==> src/rtl/data_memory_arbiter_if.sv <==
// One requester port of the data memory arbiter: a held request with payload,
// answered by a single-cycle ack carrying error flag and read data.
interface data_memory_arbiter_if;
    logic        req;
    logic        we;
    logic [31:0] addr;
    logic [31:0] wdata;
    logic        ack;
    logic        err;
    logic [31:0] rdata;

    modport master (output req, we, addr, wdata, input ack, err, rdata);
    modport slave  (input req, we, addr, wdata, output ack, err, rdata);
endinterface

==> src/rtl/data_memory_arbiter.sv <==
// Shares the single data_memory port between m0 (core) and m1 (loader/debug).
// Each transaction runs IDLE -> ACCESS -> RESP with a burst-limited sticky grant.
module data_memory_arbiter #(
    parameter int DEPTH     = 64,
    parameter int MAX_BURST = 4
) (
    input  logic                   clk,
    input  logic                   reset_n,
    data_memory_arbiter_if.slave   m0,
    data_memory_arbiter_if.slave   m1,
    output logic                   mem_we,
    output logic [31:0]            mem_addr,
    output logic [31:0]            mem_wdata,
    input  logic [31:0]            mem_rdata
);

    localparam int CNT_W = $clog2(MAX_BURST + 1);

    typedef enum logic [1:0] {IDLE, ACCESS, RESP} state_t;

    state_t           state_q, state_d;
    logic             sel_q, sel_d;
    logic             we_q, we_d;
    logic [31:0]      addr_q, addr_d;
    logic [31:0]      wdata_q, wdata_d;
    logic [31:0]      rdata_q, rdata_d;
    logic             err_q, err_d;
    logic             last_grant_q, last_grant_d;
    logic [CNT_W-1:0] burst_cnt_q, burst_cnt_d;

    logic             in_range;
    logic             winner;
    logic             ack0;
    logic             ack1;

    assign in_range = (addr_q[31:2] < 30'(DEPTH));

    always_ff @(posedge clk or negedge reset_n) begin
        if (!reset_n) begin
            state_q      <= IDLE;
            sel_q        <= 1'b0;
            we_q         <= 1'b0;
            addr_q       <= '0;
            wdata_q      <= '0;
            rdata_q      <= '0;
            err_q        <= 1'b0;
            last_grant_q <= 1'b0;
            burst_cnt_q  <= '0;
        end else begin
            state_q      <= state_d;
            sel_q        <= sel_d;
            we_q         <= we_d;
            addr_q       <= addr_d;
            wdata_q      <= wdata_d;
            rdata_q      <= rdata_d;
            err_q        <= err_d;
            last_grant_q <= last_grant_d;
            burst_cnt_q  <= burst_cnt_d;
        end
    end

    // The previous winner keeps the port under contention until it has used up its burst.
    always_comb begin
        if (m0.req && m1.req) begin
            winner = (burst_cnt_q < CNT_W'(MAX_BURST)) ? last_grant_q : ~last_grant_q;
        end else begin
            winner = m1.req;
        end
    end

    always_comb begin
        state_d      = state_q;
        sel_d        = sel_q;
        we_d         = we_q;
        addr_d       = addr_q;
        wdata_d      = wdata_q;
        rdata_d      = rdata_q;
        err_d        = err_q;
        last_grant_d = last_grant_q;
        burst_cnt_d  = burst_cnt_q;
        case (state_q)
            IDLE: begin
                if (m0.req || m1.req) begin
                    state_d = ACCESS;
                    sel_d   = winner;
                    we_d    = winner ? m1.we    : m0.we;
                    addr_d  = winner ? m1.addr  : m0.addr;
                    wdata_d = winner ? m1.wdata : m0.wdata;
                    if (winner == last_grant_q) begin
                        if (burst_cnt_q < CNT_W'(MAX_BURST)) begin
                            burst_cnt_d = burst_cnt_q + CNT_W'(1);
                        end
                    end else begin
                        burst_cnt_d  = CNT_W'(1);
                        last_grant_d = winner;
                    end
                end
            end
            ACCESS: begin
                rdata_d = (in_range && !we_q) ? mem_rdata : '0;
                err_d   = ~in_range;
                state_d = RESP;
            end
            RESP: begin
                state_d = IDLE;
            end
            default: begin
                state_d = IDLE;
            end
        endcase
    end

    // Out-of-range writes never reach the memory; the address bus simply holds between accesses.
    always_comb begin
        mem_we    = (state_q == ACCESS) && we_q && in_range;
        mem_addr  = addr_q;
        mem_wdata = wdata_q;
        ack0      = (state_q == RESP) && !sel_q;
        ack1      = (state_q == RESP) && sel_q;
        m0.ack    = ack0;
        m0.err    = ack0 && err_q;
        m0.rdata  = ack0 ? rdata_q : '0;
        m1.ack    = ack1;
        m1.err    = ack1 && err_q;
        m1.rdata  = ack1 ? rdata_q : '0;
    end

endmodule

==> src/flat_wrapper.sv <==
// flat-port wrapper written by rule: the top's interface ports become plain ports
module data_memory_arbiter_flat 
#(
    parameter int DEPTH     = 64,
    parameter int MAX_BURST = 4
)
  (clk, reset_n, mem_we, mem_addr, mem_wdata, mem_rdata, m0_req, m0_we, m0_addr, m0_wdata, m0_ack, m0_err, m0_rdata, m1_req, m1_we, m1_addr, m1_wdata, m1_ack, m1_err, m1_rdata);
  data_memory_arbiter_if m0_i ();
  data_memory_arbiter_if m1_i ();
  input  logic clk;
  input  logic reset_n;
  output logic mem_we;
  output logic [31:0] mem_addr;
  output logic [31:0] mem_wdata;
  input  logic [31:0] mem_rdata;
  input wire logic [$bits(m0_i.req)-1:0] m0_req;
  input wire logic [$bits(m0_i.we)-1:0] m0_we;
  input wire logic [$bits(m0_i.addr)-1:0] m0_addr;
  input wire logic [$bits(m0_i.wdata)-1:0] m0_wdata;
  output wire logic [$bits(m0_i.ack)-1:0] m0_ack;
  output wire logic [$bits(m0_i.err)-1:0] m0_err;
  output wire logic [$bits(m0_i.rdata)-1:0] m0_rdata;
  input wire logic [$bits(m1_i.req)-1:0] m1_req;
  input wire logic [$bits(m1_i.we)-1:0] m1_we;
  input wire logic [$bits(m1_i.addr)-1:0] m1_addr;
  input wire logic [$bits(m1_i.wdata)-1:0] m1_wdata;
  output wire logic [$bits(m1_i.ack)-1:0] m1_ack;
  output wire logic [$bits(m1_i.err)-1:0] m1_err;
  output wire logic [$bits(m1_i.rdata)-1:0] m1_rdata;
  assign m0_i.req = m0_req;
  assign m0_i.we = m0_we;
  assign m0_i.addr = m0_addr;
  assign m0_i.wdata = m0_wdata;
  assign m0_ack = m0_i.ack;
  assign m0_err = m0_i.err;
  assign m0_rdata = m0_i.rdata;
  assign m1_i.req = m1_req;
  assign m1_i.we = m1_we;
  assign m1_i.addr = m1_addr;
  assign m1_i.wdata = m1_wdata;
  assign m1_ack = m1_i.ack;
  assign m1_err = m1_i.err;
  assign m1_rdata = m1_i.rdata;
  data_memory_arbiter #(.DEPTH(DEPTH), .MAX_BURST(MAX_BURST)) u_core (.clk(clk), .reset_n(reset_n), .m0(m0_i), .m1(m1_i), .mem_we(mem_we), .mem_addr(mem_addr), .mem_wdata(mem_wdata), .mem_rdata(mem_rdata));
endmodule
==> config.mk <==
export PLATFORM = sky130hd
export DESIGN_NAME = data_memory_arbiter_flat
export DESIGN_NICKNAME = d
export VERILOG_FILES = /design/src/rtl/data_memory_arbiter_if.sv /design/src/rtl/data_memory_arbiter.sv /design/src/flat_wrapper.sv
export SDC_FILE = /design/constraint.sdc
export NUM_CORES = 1
export LEC_CHECK = 0
export CELL_PAD_IN_SITES_DETAIL_PLACEMENT = 1
export CELL_PAD_IN_SITES_GLOBAL_PLACEMENT = 2
export CORE_ASPECT_RATIO = 1.75
export CORE_MARGIN = 5
export CORE_UTILIZATION = 21
export DETAILED_ROUTE_END_ITERATION = 12
export PLACE_DENSITY = 0.9
export SYNTH_ARGS = -nofsm -noshare
export SYNTH_HDL_FRONTEND = slang
export SYNTH_SLANG_ARGS = --single-unit
export TNS_END_PERCENT = 100
==> constraint.sdc <==
create_clock -name clk -period 1.95 [get_ports clk]
set_clock_uncertainty 0.2 [all_clocks]
set_input_delay 0.195 -clock clk [delete_from_list [all_inputs] [get_ports clk]]
set_output_delay 0.195 -clock clk [all_outputs]
set_load 0.05 [all_outputs]
# After elaboration in Yosys (flattened, before gate mapping)

Index checks and enable logic that the tools add are counted.

Bitwise operators: 3
Reductions and logical operators: 15
Order comparisons: 2
Add/sub/neg operators: 1
Mux-type cells: 12
Equal/unequal tests: 5

Operators by type and width:

| cell                                                                           | number |
|---|---|
| 32-bit two-way mux                                                             | 5 |
| 30-bit by 7-bit less-than comparator with 1-bit output (second input constant) | 1 |
| 1-bit logical AND                                                              | 8 |
| 3-bit two-way mux                                                              | 2 |
| 3-bit AND reduction                                                            | 2 |
| 2-bit one-hot mux with 2 select lines                                          | 1 |
| 3-bit by 1-bit adder with 3-bit output (second input constant)                 | 1 |
| 3-bit less-than comparator (second input constant)                             | 1 |
| 1-bit two-way mux                                                              | 3 |
| 1-bit inverter                                                                 | 3 |
| 2-bit by 1-bit equality test with 1-bit output (second input constant)         | 1 |
| 2-bit equality test (second input constant)                                    | 1 |
| 1-bit logical NOT                                                              | 2 |
| 2-bit logical NOT                                                              | 1 |
| 2-bit two-way mux                                                              | 1 |
| 2-bit by 1-bit != test with 1-bit output (second input constant)               | 1 |
| 2-bit != test (second input constant)                                          | 1 |
| 2-bit AND reduction                                                            | 1 |
| 1-bit equality test                                                            | 1 |
| 1-bit logical OR                                                               | 1 |

Input port bits: 166
Flip-flop bits (word level): 105
Logic and storage cells: 47
Output and inout port bits: 133

# Logic depth before layout (Yosys ltp)

Word-level depth: 6
Depth in mapped cells: 7
Gate-level depth less buffers: 5

# Worst setup path before layout

Ideal clock, no wire load.

Path kind: flip-flop to output port
Start point: register u_core.state_q[0]
End point: output port m0_rdata[22]
Stages on the path, launching flop included: 4
Path buffers: 1
Arrival time: 1.928 ns
Setup slack: -0.373 ns
Data required time: 1.555 ns
Cell sequence: dfrtp_1 nor3b_1 clkbuf_1 and2_1

Word-level cells in the longest chain between the ends: 3

Ends and longest elaborated chain:

| item                   | line                       | text |
|---|---|---|
| from (decl)            | data_memory_arbiter.sv:21  | `state_t state_q, state_d;` |
| from (signal assigned) | data_memory_arbiter.sv:50  | `state_q <= state_d;` |
| 2-bit equality test    | data_memory_arbiter.sv:118 | `ack0 = (state_q == RESP) && !sel_q;` |
| 1-bit logical AND      | data_memory_arbiter.sv:118 |  |
| via m0_ack             | flat_wrapper.sv:20         | `output wire logic [$bits(m0_i.ack)-1:0] m0_ack;` |
| 32-bit two-way mux     | data_memory_arbiter.sv:122 | `m0.rdata = ack0 ? rdata_q : '0;` |
| to (decl)              | flat_wrapper.sv:22         | `output wire logic [$bits(m0_i.rdata)-1:0] m0_rdata;` |

The timed path passes the listed nets, and every way through them passes these cells.

# Worst setup path in the final report

Start point: register u_core.addr_q[12] (netlist: u_core.mem_addr[12])
End point: output port mem_we

Word-level cells in the longest chain between the ends: 2

Ends and longest elaborated chain:

| item                                                   | line                       | text |
|---|---|---|
| from (decl)                                            | data_memory_arbiter.sv:24  | `logic [31:0] addr_q, addr_d;` |
| from (signal assigned)                                 | data_memory_arbiter.sv:53  | `addr_q <= addr_d;` |
| 30-bit by 7-bit less-than comparator with 1-bit output | data_memory_arbiter.sv:36  | `assign in_range = (addr_q[31:2] < 30'(DEPTH));` |
| 1-bit logical AND                                      | data_memory_arbiter.sv:115 | `mem_we = (state_q == ACCESS) && we_q && in_range;` |
| to (decl)                                              | flat_wrapper.sv:12         | `output logic mem_we;` |

Every way passes these cells.

==> out/results.txt <==
status -> finished, violations left
failing checks -> negative setup slack
RR Startpoint -> u_core.mem_addr[16]$_DFFE_PN0P_
final setup TNS -> -18750 ps
vias in the first global route -> 5434
clock-pin slew on the worst setup and hold paths -> 70 ps
Yosys top cell by area -> dfrtp_1
first-pass GRT wire length -> 32960 um
CP required -> 1550 ps
row cnt -> 74
all-layer global routing usage -> 15.92%
CP arrival -> 1890 ps
Yosys reg bits -> 105
Cell Area, Synth -> 0.005001 mm^2
FF-to-FF setup slack -> -280 ps
DP Area -> 0.009195 mm^2
fin worst setup slack -> -333.4 ps
sequential area share after synthesis -> 52.54%
crit end category -> output pin
Die Y -> 214.1 um
# port buffers -> 298
pwr dens -> 1255 mW/mm^2
max-slew violations -> 0
part of the cycle the worst path needs -> 117.1%
Slowest-stage cell, CP -> or4_4
Fin Hold WS -> 204.7 ps
worst min-delay path class -> in -> async
Area contributors post-synth -> dfrtp_1 (53%), mux2i_1 (13%), and2_1 (8.4%), o21ai_0 (6.2%), a22o_1 (5.8%)
share of layout cells above drive strength 1 -> 35.27%
clock sinks -> 105
static leakage -> 4.645 nW
RSZ-0062 raised after global routing -> yes
critical setup path kind -> reg -> out
fin nets -> 973
Least-Margin Pin Slew -> 540.6 ps
drt first pass iters -> 4
distinct cell type count after synthesis -> 32
DR DRC count -> 0
crit-path leading delay family -> simple AND/OR/NAND/NOR gates
final setup fails -> 101
Worst setup SP type -> flop
Skew-Pair Late Insertion Delay -> 360 ps
Filler cells -> 2466
WL final -> 23120 um
Achievable Freq -> 437.9 MHz
worst reg2reg path depth -> 8
fin area -> 0.01005 mm^2
Crit Path Max Fanout -> 3
Die Span X -> 126.7 um
die area -> 0.02712 mm^2
IO Count -> 299
CTS Buf Count -> 9
slowest stage delay, CP -> 580 ps
Synth top area share -> 52.54%
min Tclk post-route -> 2283 ps
average cell area after synthesis -> 10.60 um^2
Root Driver -> clkbuf_16
Final Hold Fails -> 0
Synth Warn # -> 0
overall power -> 12.62 mW
CTS tree -> done
commonest non-fill, non-tap cell in the layout -> clkdlybuf4s50_1
pin count of the biggest net entering global routing -> 74
Final ANT Viol Nets -> 0
max-cap violation count -> 0
DR WL/cell -> 20.72 um
Starting Density -> 21.35%
Overflow after GRT -> 0
core area -> 0.02343 mm^2
synthesized instance count -> 472
crit path cell chain -> or4_4 > nor3_4 > and2_4 > buf_12
initial antenna violation count -> 1
worst-case clock buffer depth -> 2
leading cell types in the layout, fill and taps excluded -> clkdlybuf4s50_1 (164), dfrtp_1 (93), buf_12 (80), buf_4 (79), nand2_1 (68)
FF-to-FF End -> u_core.rdata_q[14]$_DFFE_PN0N_
Post-DP HPWL -> 16730 um
Mapped Nets -> 639
Worst VDD drop -> 654.3 uV
Vias per Instance -> 4.358
Layout area overhead -> 101.0%
Via Count -> 4863
H-tree levels -> 3
RD Place Congestion -> 0.7423
Buf/Inv on CP -> 1
Iteration-0 DRC Markers -> 140
Max-slew headroom -> 64.10%
## metal layers
metal | track usage [%] | wire [um]
met4 | 4.796 | 467
met5 | 0 | 0
met3 | 4.212 | 1301
met2 | 31.74 | 13410
met1 | 15.51 | 7938
## synth_stat cells (all sizes together)
| cell | n |
|---|---|
| nand2b | 1 |
| inv | 3 |
| and3b | 1 |
| mux2i | 66 |
| nor3b | 1 |
| or4 | 1 |
| clkbuf | 22 |
| a211oi | 1 |
| nor4 | 6 |
| dfrtp | 105 |
| o21ai | 71 |
| nor2 | 3 |
| ha | 1 |
| a22o | 33 |
| nor3 | 1 |
| or2 | 1 |
| a21boi | 1 |
| nor2b | 2 |
| a31oi | 1 |
| clkinv | 1 |
| a21oi | 1 |
| buf | 12 |
| nand4 | 1 |
| xor2 | 1 |
| nand2 | 68 |
| and2 | 67 |
## report_power, final
group          switching, mW  leakage [nW]  internal [mW]  total [mW]
Combinational           4.66          3.18           2.62        7.28
Clock                  0.935         0.140          0.896        1.83
Sequential             0.561          1.33           2.94        3.50
Total                   6.16          4.65           6.46        12.6
## tightest hold or removal path, cell delays in order
cell           delay [ps]
dlygate4sd3_1         540
buf_4                 120
buf_12                320
## repair_timing
item / in CTS / in global routing
pin swaps: 16 / 8
cloned: 6 / 6
hold buffers: 1 / 0
endpoints found under the setup margin: 112 / 101
resized for setup: 93 / 14
hold endpoints to repair: 105 / 0
setup buffers: 11 / 4
## flip-flops by register name, indices dropped and copies added (netlist names)
register	cells
u_core.mem_addr	32
u_core.mem_wdata	32
u_core.rdata_q	32
u_core.burst_cnt_q	3
u_core.state_q	2
u_core.err_q	1
u_core.last_grant_q	1
u_core.sel_q	1
u_core.we_q	1
## worst max path at each step
stage,start,endpoint,slack [ps],cells after the start
finish,u_core.mem_addr[12]$_DFFE_PN0P_,mem_we,-330,4
detailed placement,m0_req,u_core.mem_addr[28]$_DFFE_PN0P_,-70,6
floorplan,u_core.state_q[0]$_DFFE_PN0P_,m0_rdata[22],-50,3
CTS,u_core.mem_addr[21]$_DFFE_PN0P_,mem_we,-310,5
global placement,u_core.mem_addr[21]$_DFFE_PN0P_,mem_we,-30,5
global route,u_core.mem_addr[16]$_DFFE_PN0P_,u_core.rdata_q[14]$_DFFE_PN0N_,-400,8
## stage by stage
step | util [%] | worst slack [ps] | cells
5_1_grt | 42.92 | -403.9 | 1116
4_1_cts | 42.42 | -308.0 | 1109
2_1_floorplan | - | -48.54 | 472
3_3_place_gp | 39.25 | -25.44 | 1075
6_report | 42.92 | -333.4 | 1116
3_5_place_dp | 39.25 | -74.60 | 1075
## cell type report
type                            instances  area (um^2)  share of cell area, %
Antenna cell                            1        2.502                0.02489
Clock buffer                            9        225.2                  2.240
Clock inverter                          7        61.31                 0.6098
Inverter                                4        16.27                 0.1618
Multi-Input combinational cell        329         2411                  23.98
Sequential cell                       105         2643                  26.28
Tap cell                              304        380.4                  3.783
Timing Repair Buffer                  357         4315                  42.92
## kinds of logic after synthesis
group | Yosys count | share of synthesized area [%]
compound gates | 108 | 13.49
mux | 66 | 13.21
simple gates | 153 | 16.46
buf+inv | 38 | 3.878
flops | 105 | 52.54
xor+xnor | 1 | 0.1752
fa+ha+maj | 1 | 0.2501
(Power assumes the default switching activity.)
